--- src/rtl/fractal_sync_nary_if.sv ---
// fractal_sync_nary_if: child/parent barrier signals of one fractal sync node
interface fractal_sync_nary_if #(
  parameter int unsigned SLV_PORTS = 4,
  parameter int unsigned LVL_WIDTH = 3
);
  localparam int unsigned MW = LVL_WIDTH > 1 ? LVL_WIDTH - 1 : 1;
  logic [SLV_PORTS-1:0] slv_sync_i;
  logic [SLV_PORTS-1:0][LVL_WIDTH-1:0] slv_level_i;
  logic [SLV_PORTS-1:0] slv_ack_i;
  logic slv_wake_o;
  logic slv_error_o;
  logic mst_sync_o;
  logic [MW-1:0] mst_level_o;
  logic mst_ack_o;
  logic mst_wake_i;
  logic mst_error_i;
  modport slave (
    input  slv_sync_i, slv_level_i, slv_ack_i, mst_wake_i, mst_error_i,
    output slv_wake_o, slv_error_o, mst_sync_o, mst_level_o, mst_ack_o
  );
  modport master (
    output slv_sync_i, slv_level_i, slv_ack_i, mst_wake_i, mst_error_i,
    input  slv_wake_o, slv_error_o, mst_sync_o, mst_level_o, mst_ack_o
  );
endinterface

--- src/rtl/fractal_sync_nary.sv ---
// fractal_sync_nary: n-ary barrier node that resolves locally or forwards upward, with arrival timeout
module fractal_sync_nary #(
  parameter int unsigned SLV_PORTS = 4,
  parameter int unsigned LVL_WIDTH = 3,
  parameter int unsigned TIMEOUT   = 0
) (
  input logic clk_i,
  input logic rst_i,
  fractal_sync_nary_if.slave bus
);
  typedef enum logic [1:0] {IDLE, PROPAGATE, SYNC} state_e;
  state_e state_q;
  logic [SLV_PORTS-1:0] sync_q, ack_q;
  logic [SLV_PORTS-1:0][LVL_WIDTH-1:0] level_q;
  logic err_q, prop_q, mst_sync_q;
  logic valid, is_local, done, timeout, partial;
  if (SLV_PORTS < 2 || LVL_WIDTH < 1) begin : g_bad_param
    $fatal(1, "fractal_sync_nary: SLV_PORTS must be >= 2 and LVL_WIDTH >= 1");
  end
  always_comb begin
    valid = 1'b1;
    for (int i = 0; i < SLV_PORTS; i++)
      for (int j = 0; j < SLV_PORTS; j++)
        if (sync_q[i] && sync_q[j] && level_q[i] != level_q[j]) valid = 1'b0;
  end
  assign is_local = (LVL_WIDTH == 1) || level_q[0][0];
  assign done     = ((ack_q | bus.slv_ack_i) & sync_q) == sync_q;
  assign partial  = state_q == IDLE && |sync_q && !(&sync_q);
  if (TIMEOUT > 0) begin : g_timeout
    localparam int unsigned CW = $clog2(TIMEOUT + 1);
    logic [CW-1:0] cnt_q;
    always_ff @(posedge clk_i) cnt_q <= (rst_i || !partial) ? '0 : cnt_q + 1'b1;
    assign timeout = partial && cnt_q == CW'(TIMEOUT - 1);
  end else begin : g_no_timeout
    assign timeout = 1'b0;
  end
  always_ff @(posedge clk_i) begin
    if (rst_i) begin
      state_q    <= IDLE;
      sync_q     <= '0;
      ack_q      <= '0;
      level_q    <= '0;
      err_q      <= 1'b0;
      prop_q     <= 1'b0;
      mst_sync_q <= 1'b0;
    end else begin
      mst_sync_q <= 1'b0;
      case (state_q)
        IDLE: begin
          for (int i = 0; i < SLV_PORTS; i++)
            if (bus.slv_sync_i[i] && !sync_q[i]) begin
              sync_q[i]  <= 1'b1;
              level_q[i] <= bus.slv_level_i[i];
            end
          if (&sync_q) begin
            state_q    <= (is_local || !valid) ? SYNC : PROPAGATE;
            err_q      <= !valid;
            prop_q     <= !is_local && valid;
            mst_sync_q <= !is_local && valid;
          end else if (timeout) begin
            state_q <= SYNC;
            err_q   <= 1'b1;
            prop_q  <= 1'b0;
          end
        end
        PROPAGATE: if (bus.mst_wake_i) begin
          state_q <= SYNC;
          err_q   <= err_q | bus.mst_error_i;
        end
        SYNC: begin
          ack_q <= ack_q | bus.slv_ack_i;
          if (done) begin
            state_q <= IDLE;
            sync_q  <= '0;
            ack_q   <= '0;
            err_q   <= 1'b0;
            prop_q  <= 1'b0;
          end
        end
        default: state_q <= IDLE;
      endcase
    end
  end
  assign bus.slv_wake_o  = state_q == SYNC;
  assign bus.slv_error_o = state_q == SYNC && err_q;
  assign bus.mst_sync_o  = mst_sync_q;
  assign bus.mst_ack_o   = state_q == SYNC && done && prop_q;
  if (LVL_WIDTH > 1) begin : g_lvl
    assign bus.mst_level_o = level_q[0][LVL_WIDTH-1:1];
  end else begin : g_no_lvl
    assign bus.mst_level_o = '0;
  end
endmodule

--- src/flat_wrapper.sv ---
// flat-port wrapper written by rule: the top's interface ports become plain ports
module fractal_sync_nary_flat 
#(
  parameter int unsigned SLV_PORTS = 4,
  parameter int unsigned LVL_WIDTH = 3,
  parameter int unsigned TIMEOUT   = 0
)
  (clk_i, rst_i, bus_slv_sync_i, bus_slv_level_i, bus_slv_ack_i, bus_mst_wake_i, bus_mst_error_i, bus_slv_wake_o, bus_slv_error_o, bus_mst_sync_o, bus_mst_level_o, bus_mst_ack_o);
  fractal_sync_nary_if #(.SLV_PORTS(SLV_PORTS), .LVL_WIDTH(LVL_WIDTH)) bus_i ();
  input logic clk_i;
  input logic rst_i;
  input wire logic [$bits(bus_i.slv_sync_i)-1:0] bus_slv_sync_i;
  input wire logic [$bits(bus_i.slv_level_i)-1:0] bus_slv_level_i;
  input wire logic [$bits(bus_i.slv_ack_i)-1:0] bus_slv_ack_i;
  input wire logic [$bits(bus_i.mst_wake_i)-1:0] bus_mst_wake_i;
  input wire logic [$bits(bus_i.mst_error_i)-1:0] bus_mst_error_i;
  output wire logic [$bits(bus_i.slv_wake_o)-1:0] bus_slv_wake_o;
  output wire logic [$bits(bus_i.slv_error_o)-1:0] bus_slv_error_o;
  output wire logic [$bits(bus_i.mst_sync_o)-1:0] bus_mst_sync_o;
  output wire logic [$bits(bus_i.mst_level_o)-1:0] bus_mst_level_o;
  output wire logic [$bits(bus_i.mst_ack_o)-1:0] bus_mst_ack_o;
  assign bus_i.slv_sync_i = bus_slv_sync_i;
  assign bus_i.slv_level_i = bus_slv_level_i;
  assign bus_i.slv_ack_i = bus_slv_ack_i;
  assign bus_i.mst_wake_i = bus_mst_wake_i;
  assign bus_i.mst_error_i = bus_mst_error_i;
  assign bus_slv_wake_o = bus_i.slv_wake_o;
  assign bus_slv_error_o = bus_i.slv_error_o;
  assign bus_mst_sync_o = bus_i.mst_sync_o;
  assign bus_mst_level_o = bus_i.mst_level_o;
  assign bus_mst_ack_o = bus_i.mst_ack_o;
  fractal_sync_nary #(.SLV_PORTS(SLV_PORTS), .LVL_WIDTH(LVL_WIDTH), .TIMEOUT(TIMEOUT)) u_core (.clk_i(clk_i), .rst_i(rst_i), .bus(bus_i));
endmodule
--- config.mk ---
export PLATFORM = sky130hd
export DESIGN_NAME = fractal_sync_nary_flat
export DESIGN_NICKNAME = d
export VERILOG_FILES = /design/src/rtl/fractal_sync_nary_if.sv /design/src/rtl/fractal_sync_nary.sv /design/src/flat_wrapper.sv
export SDC_FILE = /design/constraint.sdc
export NUM_CORES = 1
export LEC_CHECK = 0
export ABC_AREA = 1
export CORE_UTILIZATION = 35
export DETAILED_ROUTE_END_ITERATION = 12
export GPL_TIMING_DRIVEN = 0
export PLACE_DENSITY = 0.68
export SLEW_MARGIN = 20
export SYNTH_ARGS = -nofsm -noshare
export SYNTH_HDL_FRONTEND = slang
export SYNTH_SLANG_ARGS = --single-unit
--- constraint.sdc ---
create_clock -name clk_i -period 1.7 [get_ports clk_i]
set_input_delay 0.34 -clock clk_i [delete_from_list [all_inputs] [get_ports clk_i]]
set_output_delay 0.34 -clock clk_i [all_outputs]
set_load 0.005 [all_outputs]
# Word level (Yosys, flattened, before mapping)
# Index checks and enable logic that the tools add are counted.
word_totals:
  output_inout_bits: 6
  wordCells: 119
  in_bits: 24
  ff_bits: 25
classes:
  reduce_logical: 49
  eq_ne: 22
  bitwise_logic: 5
  mux: 30
op_table:
  columns: ["op", "count"]
  rows:
  - ["!= test 3 bit", 12]
  - ["logical AND 1 bit", 26]
  - ["2-to-1 mux 1 bit", 20]
  - ["AND reduction 3 bit", 6]
  - ["!= test 2 bit, second input constant", 6]
  - ["2-to-1 mux 2 bit", 4]
  - ["2-to-1 mux 4 bit", 2]
  - ["case mux 4 bit (2 select lines)", 1]
  - ["AND reduction 2 bit", 4]
  - ["AND reduction 4 bit", 2]
  - ["zero test 1 bit", 6]
  - ["case mux 2 bit (3 select lines)", 1]
  - ["AND 4 bit", 1]
  - ["== test 4 bit", 1]
  - ["OR 4 bit", 1]
  - ["case mux 1 bit (3 select lines)", 1]
  - ["nonzero test 3 bit", 1]
  - ["OR reduction 3 bit", 1]
  - ["== test 2 x 1 -> 1 bit, second input constant", 1]
  - ["== test 2 bit, second input constant", 1]
  - ["zero test 2 bit", 1]
  - ["!= test 2 x 1 -> 1 bit, second input constant", 1]
  - ["inverter 1 bit", 2]
  - ["case mux 1 bit (2 select lines)", 1]
  - ["3 further kinds", 3]

# Depth between registers and ports, before layout
depth:
  depth_word: 19
  depth_mapped: 11
  ltp_nobuf: 11

# Least setup slack after synthesis
# Ideal clock, no wire load.
synth_timing:
  path_type: "reg2reg"
  startpoint: "reg u_core.state_q[0]"
  endpoint: "reg u_core.level_q (netlist bit u_core.bus.mst_level_o[1])"
  setup_time_ps: 119
  required_time_ps: 1581
  synth_period_minus_slack_ps: 1408
  path_buffers: 0
  stages_incl_launch_ff: 8
  t_arrival_ps: 1289
  path_slack_ps: 292
  path_cell_list: "dfxtp_1 inv_1 ha_1 inv_1 nor3_1 inv_1 o21ai_0 a21oi_1"
synth_via:
  elab_chain_len: 2
synth_lines:
  columns: ["item", "line_no", "text"]
  rows:
  - ["start: declaration", "fractal_sync_nary.sv:12", "state_e state_q;"]
  - ["start signal: assignment", "fractal_sync_nary.sv:56", "state_q <= (is_local || !valid) ? SYNC : PROPAGATE;"]
  - ["zero test 2 bit", null, null]
  - ["AND reduction 2 bit (no source line)", null, null]
  - ["end signal: indexed assignment", "fractal_sync_nary.sv:53", "level_q[i] <= bus.slv_level_i[i];"]
  - ["end: declaration", "fractal_sync_nary.sv:14", "logic [SLV_PORTS-1:0][LVL_WIDTH-1:0] level_q;"]
# Every way passes these cells.
# A chain may end at the register's enable or synchronous reset.

# Worst setup path after layout
layout_timing:
  startpoint: "reg u_core.level_q (netlist bit u_core.bus.mst_level_o[0])"
  endpoint: "out bus_mst_level_o[0]"
layout_lines:
  columns: ["item", "line_no", "text"]
  rows:
  - ["end: declaration", "flat_wrapper.sv:20", "output wire logic [$bits(bus_i.mst_level_o)-1:0] bus_mst_level_o;"]
# No word-level cell between the ends.

==> flow_metrics.py <==
metrics = {
    "worst_setup_path": {
        "critPathKind": "flip-flop to output port",
        "cp.required_ns": 1.36,
        "cp_max_fo": 5,
        "crit_path_start_kind": "flip-flop",
        "endpoint_kind": "output port",
        "arrival_ns": 1.27,
    },
    "clocking": {
        "h-tree-depth": 1,
        "clk_latency_ns": 0.27,
        "ctsLongestPathBuffers": 2,
        "cts_sinks": 25,
        "cts_hold_buf": 0,
        "cts_tree": "built",
        "clk_pin_slew_worst_paths_ns": 0.09,
        "clockRootBuffer": "clkbuf_8",
        "cts-buffers-inserted": 3,
    },
    "synthesis": {
        "synth_area_leaders": "dfxtp_1, nand2_1, inv_1",
        "synth_seq_cells": 25,
        "synth.net_count": 276,
        "yosysMostFrequentCell": "nand2_1",
        "synth_area_mm2": 0.00153,
        "synthFlopType": "dfxtp_1",
        "synth_cell_types": 20,
        "synthTopCellsByCount": "nand2_1, inv_1, dfxtp_1",
        "yosys.area.top_type_share_pct": 32.8,
        "yosysSeqAreaShare_pct": 32.8,
        "syn_area_per_cell_um2": 6.16,
        "yosysWarningCount": 0,
        "netlist_instances": 248,
        "synth-async-reset-ratio_pct": 0,
        "synth_area_leader_cell": "dfxtp_1",
        "synth_edf_count": 0,
    },
    "hold_path": {
        "hold_path_class": "input pin to flip-flop",
    },
    "sta": {
        "max_slew.worst_pin.slew_ns": 0.460,
        "period_share_pct": 94.5,
        "drv_slew": 0,
        "period_minus_slack_ns": 1.61,
        "skew_ns": 0.00653,
        "maxSlewHeadroom_pct": 69.4,
        "rsz0062_at_grt": "yes",
        "setup_violations": 0,
        "setup_ws_ns": 0.0938,
        "fin_hold_ws_ns": 0.389,
        "fmax_mhz": 623,
        "hold_viol": 0,
    },
    "pwr": {
        "power.density_mw_per_mm2": 1550,
        "p_leak_nw": 1.00,
        "irDropWorstVdd_uv": 555,
    },
    "drt": {
        "first_iter_violations": 49,
        "viasPerCell": 4.64,
        "wire_per_inst_um": 10.5,
        "dr.pass1.iters": 4,
        "route.detailed.drc": 0,
        "routed-via-count": 1553,
        "ant_nets": 0,
        "wirelength_um": 3520,
    },
    "placed_design": {
        "pre_cts_ws_ns": -0.444,
        "portBuffers": 29,
        "gp_congestion": 0.811,
        "dpl.hpwl_um": 2690,
    },
    "finish": {
        "drive_above_1_share_pct": 14.0,
        "final_core_util_pct": 49.4,
        "final_nets": 314,
        "fillers": 448,
        "antennaDiodeCount": 0,
        "area_growth_pct": 32.1,
    },
    "die": {
        "core-area_mm2": 0.00409,
        "placementRows": 23,
        "start_util_pct": 37.4,
        "design.die.area_mm2": 0.00463,
        "io_pins": 30,
        "die_y_um": 68.1,
        "fp.dieW_um": 68.1,
    },
    "global_route": {
        "grt-ovfl-total": 0,
        "grt_pass1_vias": 1407,
        "grt_pass1_wl_um": 5960,
        "grt_max_degree": 15,
        "grt.total_usage_pct": 17.2,
        "antenna_found_initial": 0,
    },
    "flow_run": {
        "cap_violations": 0,
    },
    "run_status": {
        "outcome": "complete, no violations",
    },
}
registers in the layout, summed over array words and instances (netlist names), 2 cells and up:
register,count
u_core.state_q,2
u_core.ack_q,4
u_core.level_q,9
u_core.bus.mst_level_o,2
u_core.sync_q,4
final timing paths:
check | start | endpoint | slack [ns] | depth (start not counted)
worst min-delay path | bus_slv_ack_i[2] | u_core.ack_q[2] | 0.39 | 3
worst max-delay path | u_core.bus.mst_level_o[0] | bus_mst_level_o[0] | 0.09 | 2
worst max register to register | u_core.state_q[1] | u_core.level_q[5] | 0.13 | 7
worst min register to register | u_core.ack_q[1] | u_core.ack_q[1] | 0.46 | 2
kinds of logic (layout without fill, tap and decap cells):
kind of cell | after synthesis | in the layout | synth area share (%)
flops | 25 | 25 | 32.8
fa+ha+maj | 4 | 4 | 3.28
compound gates | 44 | 44 | 15.6
buf+inv | 44 | 81 | 11.5
simple gates | 126 | 126 | 33.9
xor+xnor | 5 | 5 | 2.87
metal layers:
metal	vias up	routed length (um)	track usage, %
met5	-	0	0
met4	0	72	5.47
met3	7	152	2.50
met2	32	1560	28.4
met1	666	1740	22.7
li1	848	-	-
report_power, final:
group          internal (W)  leakage [nW]  switching, W
logic              0.000741         0.771       0.00103
clock network      0.000164        0.0255      0.000191
registers          0.000767         0.207      0.000221
layout by cell type, fill, tap and decap left out:
cell type and count:
inv_2 7, o21ai_0 18, nor2_1 14, or2_1 1, clkbuf_4 1, buf_4 6, a21oi_2 2, clkbuf_1 1
nor3_2 2, nand4_1 1, a21oi_1 21, dlymetal6s2s_1 4, ha_4 2, dlygate4sd2_1 1, nor2_2 3, xnor2_1 5
nand2_1 85, dfxtp_2 4, clkbuf_8 3, clkinv_2 1, clkdlybuf4s50_1 23, nor3_4 1, a21oi_4 1, inv_1 31
inv_4 1, clkinvlp_4 1, nand3_1 13, ha_1 2, nor3_1 2, o21ai_1 2, dfxtp_1 21, buf_2 1
nand2_2 4
repair_timing:
item                                    4_1_cts  5_1_grt
resized for setup                            12       15
endpoints found under the setup margin        7       13
buffers inserted                              3        1
pin swaps                                     3        6
cloned                                        0        0
critical path, cell delays in order (launching register included):
cell             delay [ns]
dfxtp_2                0.40
buf_4                  0.12
clkdlybuf4s50_1        0.48
final cells by class:
cell class	instances	area (um^2)	share of cell area, %
buffer	4	26.3	1.30
clock buffer	3	41.3	2.05
clock inverter	1	5.00	0.248
inverter	40	156	7.75
multi-input combinational	179	897	44.5
sequential	25	505	25.0
tap	50	62.6	3.10
timing repair buffer	33	324	16.1
metrics by stage:
stage / setup TNS [ns] / instance area [um^2] / total power, W / cells
after floorplan: 0 / 1530 / 0.00215 / 248
after global placement: -1.36 / 1880 / 0.00254 / 327
after detailed placement: -1.59 / 1880 / 0.00257 / 327
after CTS: 0 / 1970 / 0.00304 / 334
after global routing: -0.0675 / 2020 / 0.00346 / 335
final: 0 / 2020 / 0.00312 / 335
No activity file was read; power rests on OpenSTA's default activity.
==> variant 1 (same flow settings) <==
`SLV_PORTS` is set to 4 in 3 places; all go to 2.
--- a/src/rtl/fractal_sync_nary_if.sv
+++ b/src/rtl/fractal_sync_nary_if.sv
@@ -1,6 +1,6 @@
 // fractal_sync_nary_if: child/parent barrier signals of one fractal sync node
 interface fractal_sync_nary_if #(
-  parameter int unsigned SLV_PORTS = 4,
+  parameter int unsigned SLV_PORTS = 2,
   parameter int unsigned LVL_WIDTH = 3
 );
   localparam int unsigned MW = LVL_WIDTH > 1 ? LVL_WIDTH - 1 : 1;
--- a/src/rtl/fractal_sync_nary.sv
+++ b/src/rtl/fractal_sync_nary.sv
@@ -1,6 +1,6 @@
 // fractal_sync_nary: n-ary barrier node that resolves locally or forwards upward, with arrival timeout
 module fractal_sync_nary #(
-  parameter int unsigned SLV_PORTS = 4,
+  parameter int unsigned SLV_PORTS = 2,
   parameter int unsigned LVL_WIDTH = 3,
   parameter int unsigned TIMEOUT   = 0
 ) (
--- a/src/flat_wrapper.sv
+++ b/src/flat_wrapper.sv
@@ -1,7 +1,7 @@
 // flat-port wrapper written by rule: the top's interface ports become plain ports
 module fractal_sync_nary_flat 
 #(
-  parameter int unsigned SLV_PORTS = 4,
+  parameter int unsigned SLV_PORTS = 2,
   parameter int unsigned LVL_WIDTH = 3,
   parameter int unsigned TIMEOUT   = 0
 )
Interface: changed (resized bus_slv_ack_i, bus_slv_level_i and bus_slv_sync_i); port bits go from 30 to 20. No check against the original RTL was run, so the function may have changed too.
==> variant 1 against the original RTL <==
Clock power decreased by 39%; clock skew decreased by 0.0014 ns; non-clock buffer count decreased by 13; total power decreased by 48%; wire length decreased by 51%; sequential cell count decreased by 10; count of clock-buffer cells in the layout unchanged; setup slack improved by 0.0092 ns; design area decreased by 44%; sequential share of layout area increased by 1.5 points; synthesized area decreased by 44%; critical path type unchanged; critical endpoint unchanged; largest cell class unchanged.
==> variant 1: results (changes against the original RTL) <==
metric;value;unit;change
status;finished, final reports clean;;
Pint;923;uW;-45%
Leakage;0.541;nW;-46%
Total Nets Final;166;;-47%
GR Util All Layers;0.145;;-0.0270
Most flops, register;u_core.level_q;;
R2R Setup Slk;0.19;ns;+0.06 ns
Clock transition at path regs;0.10;ns;
Syn Inst Count;123;;-50%
met1 Use GR;0.164;;-0.0629
max_cap viols;0;;unchanged
DP HPWL;1360;um;-49%
drt wl/cell;9.74;um;-7.4%
first-pass GRT wire length;2770;um;-53%
Routed met3 length;63;um;-59%
vias;786;;-49%
Hold Path End;u_core.level_q[5]$_SDFFE_PP0P_;;
Post-Route WL;1710;um;-51%
fin crit period;1.60;ns;-0.00919 ns
worst reg2reg path endpoint;u_core.is_local$_SDFFE_PP0P_;;
met3 GRT Util;0.0298;;+0.00476
Post-DP Area;0.00108;mm2;-43%
layout cell share with drive strength beyond 1;0.182;;+0.0421
cell count of the worst hold path;2;;-1
clock buffer depth;2;;unchanged
clk pwr;215;uW;-39%
WHS;0.474;ns;+0.0853 ns
CP Max Fanout;3;;-2
largest net degree at the start of global routing;11;;-4
Worst-Margin Slew;0.275;ns;-0.185 ns
max reg flops;3;;-6
Post-synth top cells;28 x nand2_1, 18 x inv_1, 15 x dfxtp_1, 11 x nor2_1, 10 x a21oi_1;;
clock latency at the later pin of the worst-skew pair;0.29;ns;+0.02 ns
syn nets;140;;-49%
vias in the first global route;673;;-52%
1st-iter DRT viols;10;;-80%
met2 wire len;806;um;-48%
hold_sp;u_core.level_q[5]$_SDFFE_PP0P_;;
hold crit path type;reg2reg;;
wire length on met1;818;um;-53%
sequential fraction of the synthesis area;0.352;;+0.0243
CP endpoint;bus_mst_level_o[0];;
peak supply drop;727;uV;+31%
total power;1.64;mW;-48%
GPL Wtd Cong;0.832;;+2.7%
R2R Path Start;u_core.state_q[0]$_SDFFE_PP0P_;;
Sequential Power Share;0.321;;+0.004
top post-synthesis cells by area;dfxtp_1 35%, nand2_1 12%, inv_1 7.9%;;
CTS root buffer;clkbuf_4;;
number of port buffers;19;;-34%
DP Worst Slack;-0.247;ns;+0.197 ns
Netlist cell types;25;;+25%
ANT cells;0;;unchanged
clock skew;0.00513;ns;-0.00139 ns
Reg2Reg Depth;8;;+1
met2 Track Usage GR;0.249;;-0.0354
## variant 1: kinds of logic after synthesis
family | synth area share
xor gates and xnor gates | 0.0103
adders and majority gates | 0.0440
buffers and inverters | 0.129
DFF | 0.352
and+or+nand+nor | 0.328
AOI/OAI and AO/OA | 0.136
## variant 1: final cells by class
cell class / instances / area [um2]
clock buffer: 3 / 22.5
sequential: 15 / 302
inverter: 21 / 80.1
buffer: 3 / 30.0
timing repair buffer: 21 / 201
fill: 240 / 1120
clock inverter: 1 / 7.51
tap: 28 / 35.0
multi-input combinational: 84 / 458
## variant 1: timing repair
| action | in CTS | in global routing |
|---|---|---|
| gates resized for setup | 7 | 3 |
| setup buffers | 2 | 0 |
| setup endpoints to repair | 3 | 4 |
| pin swaps | 0 | 0 |
## variant 1: critical path, delay by kind of cell (launching register included)
family | cells | cell delay (ns)
buf+inv | 2 | 0.60
flops | 1 | 0.37
==> variant 2 (same flow settings) <==
Without the edit above. Put a register stage on the output `bus.slv_error_o`. The value now appears one clock later.
--- a/src/rtl/fractal_sync_nary.sv
+++ b/src/rtl/fractal_sync_nary.sv
@@ -82,7 +82,9 @@
     end
   end
   assign bus.slv_wake_o  = state_q == SYNC;
-  assign bus.slv_error_o = state_q == SYNC && err_q;
+  always_ff @(posedge clk_i) begin
+    bus.slv_error_o <= state_q == SYNC && err_q;
+  end
   assign bus.mst_sync_o  = mst_sync_q;
   assign bus.mst_ack_o   = state_q == SYNC && done && prop_q;
   if (LVL_WIDTH > 1) begin : g_lvl
Check against the original RTL: not equivalent (a bounded check fails within 4 cycles, from zero or initial values and one cycle with rst_i high).
==> variant 2 against the original RTL <==
Count of clock-buffer cells in the layout is the same; synthesized area grew 0.74%; via count grew 3.3%; total power grew 1.8%; setup slack lost 0.041 ns; first-iteration DRC count grew 88%; clock skew is essentially flat; sequential cell count grew 1; wire length grew 5.2%; design area grew 3.4%; critical endpoint unchanged; largest cell class unchanged.
==> variant 2: results (changes against the original RTL) <==
metric;value;unit;change
drt wl/cell;11.1;um;+5.2%
clock skew;0.00616;ns;-0.000366 ns
Worst-Margin Slew;0.345;ns;-0.114 ns
CP Data Arrival Time;1.31;ns;+0.04 ns
R2R Setup Slk;0.11;ns;-0.02 ns
status;finished, final reports clean;;
syn nets;271;;-1.8%
peak supply drop;706;uV;+27%
post-CTS sizing;17;;+5
multi-input gate share of total cell area;0.430;;-0.0147
WHS;0.429;ns;+0.0404 ns
Storage cell area;533;um2;+5.4%
Fillers;423;;-5.6%
Pint;1.72;mW;+2.8%
Post-synth top cells;79 x nand2_1, 42 x inv_1, 26 x dfxtp_1, 23 x o21ai_0, 22 x a21oi_1;;
buffering overhead;0.188;;+0.0141
non-clock buffer count;43;;+16%
layout cell share with drive strength beyond 1;0.165;;+0.0246
Netlist cell types;18;;-10%
Leakage;1.01;nW;+0.46%
vias;1604;;+3.3%
1st-iter DRT viols;92;;+88%
postcts setup bufs;8;;+5
Logic pwr share;0.573;;+0.004
inverters;42;;+5.0%
DP HPWL;2620;um;-2.3%
GPL Wtd Cong;0.796;;-1.8%
vias in the first global route;1365;;-3.0%
Multi-In Gates;171;;-4.5%
largest net degree at the start of global routing;14;;-1
adder-cell share of the synthesized area;0.0325;;-0.000240
first-pass GRT wire length;6020;um;+0.92%
[variant 2: layer usage]
| layer | wire length, um | GRT usage | up-vias | share of wire |
|---|---|---|---|---|
| li1 | - | - | 841 | - |
| met1 | 1800 | 0.231 | 712 | 0.49 |
| met2 | 1640 | 0.281 | 46 | 0.44 |
| met3 | 225 | 0.0400 | 5 | 0.061 |
| met4 | 35 | 0.0391 | 0 | 0.0094 |
| met5 | 0 | 0 | - | 0 |
[variant 2: stage by stage]
stage          instance area (um2)  worst slack (ns)  cells   util
5_1_grt                       2090           -0.0283    335  0.507
6_report                      2090            0.0526    335  0.507
2_1_floorplan                 1540             0.334    243      -
3_5_place_dp                  1890            -0.489    322  0.460
4_1_cts                       2020           0.00657    333  0.491
3_3_place_gp                  1890            -0.487    322  0.460
[variant 2: critical path, stage by stage, from the launching register on]
cell	delay, ns
dfxtp_1	0.42
buf_4	0.14
clkdlybuf4s50_1	0.48
